## src/rtl/ks_pkg.sv

```systemverilog
// Shared types and constants for the keystream XOR pipeline.
package ks_pkg;

    typedef enum logic [1:0] {
        IDLE   = 2'd0,
        STREAM = 2'd1,
        DONE   = 2'd2
    } state_t;

    localparam logic MODE_XOR    = 1'b0;
    localparam logic MODE_BYPASS = 1'b1;

    localparam int DEFAULT_DATA_W = 128;

endpackage

```

## src/rtl/ks_fifo.sv

```systemverilog
// Small synchronous FIFO that buffers keystream words; DEPTH must be a power of 2.
module ks_fifo #(
    parameter  int DATA_W = 128,
    parameter  int DEPTH  = 4,
    localparam int PTR_W  = $clog2(DEPTH),
    localparam int FILL_W = PTR_W + 1
) (
    input  logic              clk,
    input  logic              n_rst,
    input  logic              clear,
    input  logic              push,
    input  logic [DATA_W-1:0] din,
    input  logic              pop,
    output logic [DATA_W-1:0] head,
    output logic              full,
    output logic              empty,
    output logic [FILL_W-1:0] fill
);

    logic [DATA_W-1:0] mem [DEPTH];
    logic [PTR_W-1:0]  rd_ptr;
    logic [PTR_W-1:0]  wr_ptr;
    logic              do_push;
    logic              do_pop;

    assign full    = (fill == FILL_W'(DEPTH));
    assign empty   = (fill == '0);
    assign do_push = push && !full;
    assign do_pop  = pop && !empty;
    assign head    = mem[rd_ptr];

    // Pointers wrap naturally because DEPTH is a power of 2.
    always_ff @(posedge clk or negedge n_rst) begin
        if (!n_rst) begin
            rd_ptr <= '0;
            wr_ptr <= '0;
            fill   <= '0;
        end else if (clear) begin
            rd_ptr <= '0;
            wr_ptr <= '0;
            fill   <= '0;
        end else begin
            if (do_push) wr_ptr <= wr_ptr + 1'b1;
            if (do_pop)  rd_ptr <= rd_ptr + 1'b1;
            case ({do_push, do_pop})
                2'b10:   fill <= fill + 1'b1;
                2'b01:   fill <= fill - 1'b1;
                default: fill <= fill;
            endcase
        end
    end

    always_ff @(posedge clk) begin
        if (do_push) mem[wr_ptr] <= din;
    end

endmodule

```

## src/rtl/keystream_xor_pipe.sv

```systemverilog
// Pairs buffered keystream words with plaintext words and emits XORed or
// bypassed data from a registered output stage, tracking message framing.
module keystream_xor_pipe
    import ks_pkg::*;
#(
    parameter int DATA_W   = DEFAULT_DATA_W,
    parameter int KS_DEPTH = 4,
    parameter int CNT_W    = 5
) (
    input  logic              clk,
    input  logic              n_rst,
    input  logic              flush,
    input  logic              mode,
    input  logic              ks_valid,
    input  logic [DATA_W-1:0] ks_data,
    output logic              ks_ready,
    input  logic              pt_valid,
    input  logic [DATA_W-1:0] pt_data,
    input  logic              pt_last,
    output logic              pt_ready,
    output logic              out_valid,
    output logic [DATA_W-1:0] out_data,
    output logic              out_last,
    input  logic              out_ready,
    output logic [CNT_W-1:0]  blk_count,
    output logic              msg_done
);

    localparam int FILL_W = $clog2(KS_DEPTH) + 1;

    state_t            state;
    logic              mode_q;
    logic              eff_mode;
    logic              slot_free;
    logic              ks_ok;
    logic              fire;
    logic              ks_push;
    logic              ks_pop;
    logic              ks_full;
    logic              ks_empty;
    logic [FILL_W-1:0] ks_fill;
    logic [DATA_W-1:0] ks_head;
    logic              last_hs;

    ks_fifo #(
        .DATA_W (DATA_W),
        .DEPTH  (KS_DEPTH)
    ) u_ks_fifo (
        .clk   (clk),
        .n_rst (n_rst),
        .clear (flush),
        .push  (ks_push),
        .din   (ks_data),
        .pop   (ks_pop),
        .head  (ks_head),
        .full  (ks_full),
        .empty (ks_empty),
        .fill  (ks_fill)
    );

    // Mode is only live while idle; mid-message the latched value rules.
    assign eff_mode  = (state == IDLE) ? mode : mode_q;
    assign slot_free = !out_valid || out_ready;
    assign ks_ok     = !ks_empty || (eff_mode == MODE_BYPASS);
    assign pt_ready  = slot_free && ks_ok && (state != DONE);
    assign fire      = pt_valid && pt_ready;
    assign ks_ready  = (ks_fill < FILL_W'(KS_DEPTH));
    assign ks_push   = ks_valid && !ks_full;
    assign ks_pop    = fire && (eff_mode == MODE_XOR);
    assign last_hs   = out_valid && out_ready && out_last;

    always_ff @(posedge clk or negedge n_rst) begin
        if (!n_rst) begin
            state     <= IDLE;
            mode_q    <= MODE_XOR;
            out_valid <= 1'b0;
            out_data  <= '0;
            out_last  <= 1'b0;
            blk_count <= '0;
            msg_done  <= 1'b0;
        end else if (flush) begin
            state     <= IDLE;
            mode_q    <= MODE_XOR;
            out_valid <= 1'b0;
            out_data  <= '0;
            out_last  <= 1'b0;
            blk_count <= '0;
            msg_done  <= 1'b0;
        end else begin
            msg_done <= 1'b0;

            if (fire) begin
                out_valid <= 1'b1;
                out_data  <= (eff_mode == MODE_BYPASS) ? pt_data : (pt_data ^ ks_head);
                out_last  <= pt_last;
            end else if (out_ready) begin
                out_valid <= 1'b0;
            end

            // DONE blocks new fires until the last word has left the output stage.
            case (state)
                IDLE: begin
                    if (fire) begin
                        mode_q    <= mode;
                        blk_count <= CNT_W'(1);
                        state     <= pt_last ? DONE : STREAM;
                    end
                end
                STREAM: begin
                    if (fire) begin
                        blk_count <= blk_count + 1'b1;
                        if (pt_last) state <= DONE;
                    end
                end
                DONE: begin
                    if (last_hs) begin
                        msg_done  <= 1'b1;
                        blk_count <= '0;
                        state     <= IDLE;
                    end
                end
                default: state <= IDLE;
            endcase
        end
    end

endmodule
```

## config.mk

```make
export PLATFORM = sky130hd
export DESIGN_NAME = keystream_xor_pipe
export DESIGN_NICKNAME = d
export VERILOG_FILES = /design/src/rtl/ks_pkg.sv /design/src/rtl/ks_fifo.sv /design/src/rtl/keystream_xor_pipe.sv
export SDC_FILE = /design/constraint.sdc
export NUM_CORES = 1
export LEC_CHECK = 0
export BUFFER_PORTS_ARGS = -buffer_cell sky130_fd_sc_hd__buf_2
export CORE_AREA = 4 4 211 213
export CTS_BUF_LIST = sky130_fd_sc_hd__clkbuf_16
export CTS_CLUSTER_SIZE = 12
export DETAILED_ROUTE_END_ITERATION = 8
export DIE_AREA = 0 0 215 217
export GPL_TIMING_DRIVEN = 1
export PLACE_DENSITY_LB_ADDON = 0.25
export RECOVER_POWER = 50
export SLEW_MARGIN = 5
export SYNTH_ARGS = -nofsm -noshare
export SYNTH_HDL_FRONTEND = slang
export SYNTH_SLANG_ARGS = --single-unit
```

## constraint.sdc

```tcl
create_clock -name clk -period 7.93 [get_ports clk]
set_clock_uncertainty 0.15 [all_clocks]
set_input_delay 0.793 -clock clk [delete_from_list [all_inputs] [get_ports clk]]
set_output_delay 0.793 -clock clk [all_outputs]
set_load 0.01 [all_outputs]
```

==> results of run 1 <==
## final timing paths
kind | start | to | slack, ns
max | u_ks_fifo.fill[2]$_DFFE_PN0P_ | u_ks_fifo.mem[1][34]$_DFFE_PP_ | 3.35
min | n_rst | msg_done$_DFF_PN0_ | 0.13
max reg2reg | u_ks_fifo.fill[2]$_DFFE_PN0P_ | u_ks_fifo.mem[1][34]$_DFFE_PP_ | 3.35
min reg2reg | out_data[115]$_DFFE_PN0P_ | out_data[115]$_DFFE_PN0P_ | 0.35
max in group asynchronous | n_rst | out_data[29]$_DFFE_PN0P_ | 6.08
min in group clk | ks_data[50] | u_ks_fifo.mem[3][50]$_DFFE_PP_ | 0.33
## cells by family after synthesis
group | share of synthesized area, %
fa+ha+maj | 0.4673
mux | 11.56
simple gates | 2.891
xor+xnor | 4.464
flops | 74.03
compound gates | 5.077
buf+inv | 1.519
## area by class of cell
cell class / count / area (um2)
antenna: 8 / 20.02
clock buffer: 72 / 1802
clock inverter: 51 / 227.7
fill: 2755 / 12590
inverter: 14 / 52.55
multi-input combinational: 605 / 6312
sequential: 658 / 19040
tap: 546 / 683.2
timing repair buffer: 419 / 1971
## registers in the layout (all words and copies together) (netlist names), 2 cells and up
signal            count
state                 2
u_ks_fifo.rd_ptr      2
u_ks_fifo.fill        3
u_ks_fifo.wr_ptr      2
out_data            128
u_ks_fifo.mem       512
blk_count             5
## synthesized netlist by cell type (2+ instances only)
library cell	count	share of area (%)
a211oi_1	5	0.15
a21oi_1	6	0.12
a22o_1	129	4.4
and3_1	6	0.15
buf_2	42	0.82
clkbuf_1	31	0.45
dfrtp_1	146	14
edfxtp_1	512	60
ha_1	8	0.39
inv_1	14	0.20
mux2_2	3	0.13
mux2i_1	4	0.16
mux4_2	128	11
nand2_1	130	1.9
nand2b_1	3	0.073
nand3_1	4	0.078
nand4_1	3	0.073
nor2_1	11	0.16
nor2b_1	5	0.12
nor3_1	3	0.058
o21ai_0	5	0.097
o221ai_1	2	0.068
o2bb2ai_1	2	0.068
or3_1	2	0.049
or4_1	2	0.058
xnor2_1	131	4.5
## metal layers
metal / up-vias / global-route usage [%]
met2: 456 / 38.04
met1: 7149 / 34.22
met5: - / 0
met3: 112 / 6.102
li1: 6158 / -
met4: 16 / 8.439
## where the power goes
| part | total (uW) | switching, uW | internal, uW |
|---|---|---|---|
| combinational | 2300 | 1260 | 1040 |
| clock | 2890 | 1230 | 1660 |
| sequential | 4510 | 259 | 4250 |
## critical path, delay by kind of cell (launching register included)
kind	cells	cell delay (ns)
simple gates	2	2.07
buf+inv	2	1.48
flops	1	0.43
## stage by stage
step	cell area, um2	std cells	utilization [%]	hold WS [ns]	setup WS [ns]
global placement	28260	2242	66.19	0.3319	3.799
CTS	30290	2365	70.94	0.1372	3.386
global route	30100	2371	70.50	0.1827	3.017
detailed placement	28260	2242	66.19	0.3355	3.678
floorplan	25700	1352	-	0.3474	3.487
finish	30100	2373	70.51	0.1285	3.351
==> metrics.yaml, run 1 <==
finalPower_uw: 9695
powerDensity_mw_per_mm2: 322.1
relSlewSlack_pct: -54.45
setup_violations: 0
cts_tree: "built"
fin_crit_sh_pct: 57.74
drtIter0Drc: 1054
num-nets-final: 2039
antenna_found_initial: 16
area.growth.synth_to_final_pct: 17.11
clk_latency_ns: 0.57
startpoint_type: "flop"
final_cell_mix: "edfxtp_1 (512), buf_2 (248), clkbuf_1 (152), dfrtp_1 (144), xnor2_1 (131)"
vias_per_cell: 5.854
hp-class: "in -> async"
clockBufferDepth: 3
route.vias.total: 13890
synthCells: 1352
rsz0062_at_grt: "no"
numCtsBuffers: 68
overflow: 0
drive_above_1_share_pct: 26.66
place_congestion: 0.8294
cap_viol_max_count: 3
io_pins: 402
hold_viol: 0
grt_start_max_net_pins: 87
cp-end-kind: "flop"
cts-resized-gates: 0
drc_errors: 0
irDropWorstVdd_mv: 0.2006
layout_commonest_cell: "edfxtp_1"
met3_length_mm: 3.970
cp_slowest_cell: "and3_1"
wire_per_inst_um: 23.73
synth.avg_cell_area_um2: 19.01
fp.dieW_um: 215
core_area_mm2: 0.04270
cts_hold_buffers: 0
met1_length_mm: 23.22
violations: "capacitance limit, slew limit"
synth_edf_count: 512
maxUsedRoutingLayer: "met5"
slowest_delay_ns: 1.77
synth_fp_nets: 1625
async_reset_ff_share_pct: 22.19
met2_length_mm: 27.52
crit_type: "reg -> reg"
cts.sinks: 658
totalWireLength_mm: 56.31
crit_fanout: 45
drtPass1Iterations: 8
final_antenna_net_count: 0
post-dp-hpwl_mm: 35.34
clock-root-buffer: "clkbuf_16"
path_clk_slew_ns: 0.06
start_util_pct: 60.20
crit_chain: "or3b_1 > and3_1 > buf_4 > buf_4"
yosys_warnings: 0
post_cts_buffers: 0
synth_cell_types: 41
max_clock_freq_mhz: 218.4
ys_seq_area_share_pct: 74.03
htreeDepth: 3
slew_viol_final: 115
grtUsageTotal_pct: 24.30
status: "finished with violations"
crit_required_ns: 7.98
setup_tns_ns: 0
ys_seq_elements: 658
port_buffers: 401
cp.arrival_ns: 4.63
grt_first_pass_wirelength_mm: 86.35
die_h_um: 217
grt_pass1_vias: 14290
syn_area_mm2: 0.02570
die_area_mm2: 0.04666
min_period_ns: 4.579
crit_path_frequent_cell: "buf_4"
tightest_slew_ns: 2.317
rows: 76
leakage_uw: 0.01125
worstRegToRegCells: 4
ys.flop_type: "edfxtp_1"
No activity file was read; power rests on OpenSTA's default activity.
==> run 2, diff against run 1 <==
--- a/config.mk
+++ b/config.mk
@@ -5,12 +5,13 @@
 export SDC_FILE = /design/constraint.sdc
 export NUM_CORES = 1
 export LEC_CHECK = 0
+export ABC_AREA = 1
 export BUFFER_PORTS_ARGS = -buffer_cell sky130_fd_sc_hd__buf_2
-export CORE_AREA = 4 4 211 213
+export CORE_AREA = 4 4 235 237
 export CTS_BUF_LIST = sky130_fd_sc_hd__clkbuf_16
 export CTS_CLUSTER_SIZE = 12
 export DETAILED_ROUTE_END_ITERATION = 8
-export DIE_AREA = 0 0 215 217
+export DIE_AREA = 0 0 239 241
 export GPL_TIMING_DRIVEN = 1
 export PLACE_DENSITY_LB_ADDON = 0.25
 export RECOVER_POWER = 50
==> constraint.sdc (replaced) <==
create_clock -name clk -period 4.04 [get_ports clk]
set_clock_uncertainty 0.15 [all_clocks]
set_input_delay 0.404 -clock clk [delete_from_list [all_inputs] [get_ports clk]]
set_output_delay 0.404 -clock clk [all_outputs]
set_load 0.01 [all_outputs]
==> run 2 against run 1 <==
  * The flow still finishes with violations (capacitance limit, slew limit)
  * Critical path depth down 2
  * Clock-buffer cell count up 1
  * Die area rose by 23%
  * Register-to-register slack worse by 2.2 ns
  * Non-clock buffer count rose by 277
  * Clock power is 100% higher
  * Global-route usage fell by 1.3 points
  * Combinational power increased by 110%
  * Sequential share of layout area decreased by 7.1 points
  * Critical path type is now in -> async
==> metrics.yaml, run 2 <==
pwr-share-seq_pct: 44.6  # -1.9 points
start_util_pct: 50.23  # -10 points
drive_above_1_share_pct: 11.44  # -15 points
clockPowerShare_pct: 30.4  # +0.6 points
largest_reg_flops: 512  # unchanged
startpoint_type: "input pin"
final_cells: 3732  # +57%
synth.top_cell.area_share_pct: 57.44  # -2.4 points
critPathTopFamily: "buffers and inverters"
intPower_uw: 13170  # +89%
grt_pass1_vias: 19920  # +39%
syn_area_mm2: 0.02676  # +4.1%
path_clk_slew_ns: 0.06  # about the same
ys_seq_elements: 658  # unchanged
synth_top_area_cell: "edfxtp_1"
powerDensity_mw_per_mm2: 572.2  # +78%
num-nets-final: 3241  # +59%
layout_commonest_cell: "edfxtp_1"
cts-resized-gates: 0  # unchanged
regMostFlops: "u_ks_fifo.mem"
io_pins: 402  # unchanged
async_reset_ff_share_pct: 22.19  # unchanged
die_h_um: 241  # +11%
dpl.cell_count: 3331  # +49%
relSlewSlack_pct: -60.80  # -6.3 points
ys_seq_area_share_pct: 71.10  # -2.9 points
cp_slowest_cell: "clkbuf_1"
rsz0062_at_grt: "no"
synth_cell_types: 34  # -17%
synth_edf_count: 512  # unchanged
min_path_cells: 3
min_to: "out_valid$_DFFE_PN0P_"
cp.arrival_ns: 2.66  # -1.97 ns
drtIter0Drc: 1665  # +58%
worstRegToRegCells: 10  # +6
tightest_slew_ns: 2.412  # +0.09522 ns
vias_per_cell: 5.408  # -7.6%
cts.sinks: 658  # unchanged
synth.avg_cell_area_um2: 11.43  # -40%
cts_hold_buffers: 261  # +261
post-synth-top-count-cell: "edfxtp_1"
port_buffers: 401  # unchanged
switching_share_pct: 32.11  # +3.8 points
yosys_warnings: 0  # unchanged
status: "finished with violations"
drc_errors: 0  # unchanged
die_area_mm2: 0.05760  # +23%
clock-root-buffer: "clkbuf_16"
synthCells: 2342  # +73%
fin_crit_sh_pct: 73.24
setup_tns_ns: 0  # unchanged
fp.dieW_um: 239  # +11%
cp-end-kind: "asynchronous set/reset pin"
ys.flop_type: "edfxtp_1"
grt_first_pass_wirelength_mm: 106.4  # +23%
setup.reg_to_reg.worst_slack_ns: 1.12  # -2.23 ns
synth_common_cells: "edfxtp_1 (512), nor2_1 (397), nand2_1 (294)"
finalPower_uw: 19400  # +100%
cap_viol_max_count: 1  # -2
rr_startpoint: "state[0]$_DFFE_PN0P_"
clockBufferDepth: 3  # unchanged
finalCoreUtilization_pct: 63.64  # -6.9 points
crit_fanout: 39  # -13%
max_clock_freq_mhz: 338.0
timing.rr.end: "out_data[102]$_DFFE_PN0P_"
antenna_found_initial: 12  # -4
clk_latency_ns: 0.58  # about the same
hold_viol: 0  # unchanged
post-dp-hpwl_mm: 40.25  # +14%
crit_type: "in -> async"
totalWireLength_mm: 68.47  # +22%
combPwrFrac_pct: 24.9  # +1.2 points
cts_tree: "built"
core_area_mm2: 0.05328  # +25%
irDropWorstVdd_mv: 0.3897  # +94%
violations: "capacitance limit, slew limit"
slew_viol_final: 39  # -66%
synth_fp_nets: 2615  # +61%
grtUsageTotal_pct: 23.02  # -1.3 points
drtPass1Iterations: 5  # -3
reg_top3: "u_ks_fifo.mem x512, out_data x128, blk_count x5"
crit_required_ns: 3.74  # -4.24 ns
route.vias.total: 20180  # +45%
hp-start: "pt_valid"
grt_start_max_net_pins: 257  # +200%
hp-class: "in -> reg"
final_antenna_net_count: 0  # unchanged
worst-path-buf-inv: 2  # unchanged
area.growth.synth_to_final_pct: 26.69
crit_chain: "dlygate4sd3_1 > clkbuf_1"
post_cts_buffers: 0  # unchanged
min_period_ns: 2.959
slowest_delay_ns: 1.71  # -0.06 ns
numCtsBuffers: 70  # +2.9%
leakage_uw: 0.01269  # +13%
overflow: 0  # unchanged
htreeDepth: 3  # unchanged
place_congestion: 0.7928  # -4.4%
rows: 85  # +12%
power.switching_uw: 6231  # +130%
synthTopCellsByArea: "edfxtp_1 (57%), dfrtp_1 (14%), nor2_1 (5.6%)"
setup_violations: 0  # unchanged
wire_per_inst_um: 18.35  # -23%
final_cell_mix: "edfxtp_1 (512), nor2_1 (393), nand2_1 (294), o21ai_0 (288), dlygate4sd3_1 (261)"
[run 2: through the flow]
stage	setup slack [ns]	instance area (um2)	hold WS [ns]
after floorplan	-0.9266	26770	-0.04159
after global placement	1.298	29400	0.1961
after detailed placement	1.237	29400	0.2002
after CTS	1.206	34140	0.007541
after global routing	0.6577	33900	0.04493
final	1.081	33910	0.04195
[run 2: per-layer routing]
metal  GRT usage, %  vias to the layer above  share of wire [%]
met2          39.05                      717                 50
li1               -                     9567                  -
met5              0                        -              0.031
met1          31.06                     9773                 42
met3          3.725                      122                6.1
met4          6.856                        4                2.2
[run 2: worst max-delay path by stage]
stage                                   from                              end  slack, ns  cells past startpoint
2_1_floorplan  u_ks_fifo.fill[0]$_DFFE_PN0P_    u_ks_fifo.mem[0][0]$_DFFE_PP_      -0.93                      4
3_3_place_gp                        ks_valid   u_ks_fifo.mem[1][47]$_DFFE_PP_       1.30                      6
3_5_place_dp            state[0]$_DFFE_PN0P_         out_data[55]$_DFFE_PN0P_       1.24                     10
4_1_cts                 state[0]$_DFFE_PN0P_        out_data[105]$_DFFE_PN0P_       1.21                     10
5_1_grt                                n_rst  u_ks_fifo.rd_ptr[0]$_DFFE_PN0P_       0.66                      2
6_report                               n_rst  u_ks_fifo.rd_ptr[0]$_DFFE_PN0P_       1.08                      2
[run 2: layout make-up]
class | instances | area (um2)
multi-input cells | 1515 | 6913
clock buffers | 73 | 1827
fillers | 4049 | 19370
diodes | 12 | 30.03
repair buffers | 696 | 4825
flip-flops and latches | 658 | 19030
clock inverters | 55 | 295.3
well taps | 696 | 870.8
inverters | 27 | 116.4
[run 2: cell families (layout without fill, tap and decap cells)]
kind of cell	Yosys count	after routing	share of synthesized area, %
and+or+nand+nor	843	843	12.63
AOI/OAI and AO/OA	660	660	12.52
DFF	658	658	71.10
buffers and inverters	169	851	3.207
adders and majority gates	9	9	0.4488
xor gates and xnor gates	3	3	0.09819
other	0	12	0
[run 2: power by group through the flow]
| stage | logic [uW] | clock network, uW | registers (uW) |
|---|---|---|---|
| 2_1_floorplan | 2860 | 0 | 8960 |
| 3_3_place_gp | 4520 | 0 | 8730 |
| 3_5_place_dp | 4660 | 0 | 8760 |
| 4_1_cts | 4880 | 6020 | 8640 |
| 5_1_grt | 5380 | 6320 | 8730 |
| 6_report | 4840 | 5910 | 8660 |
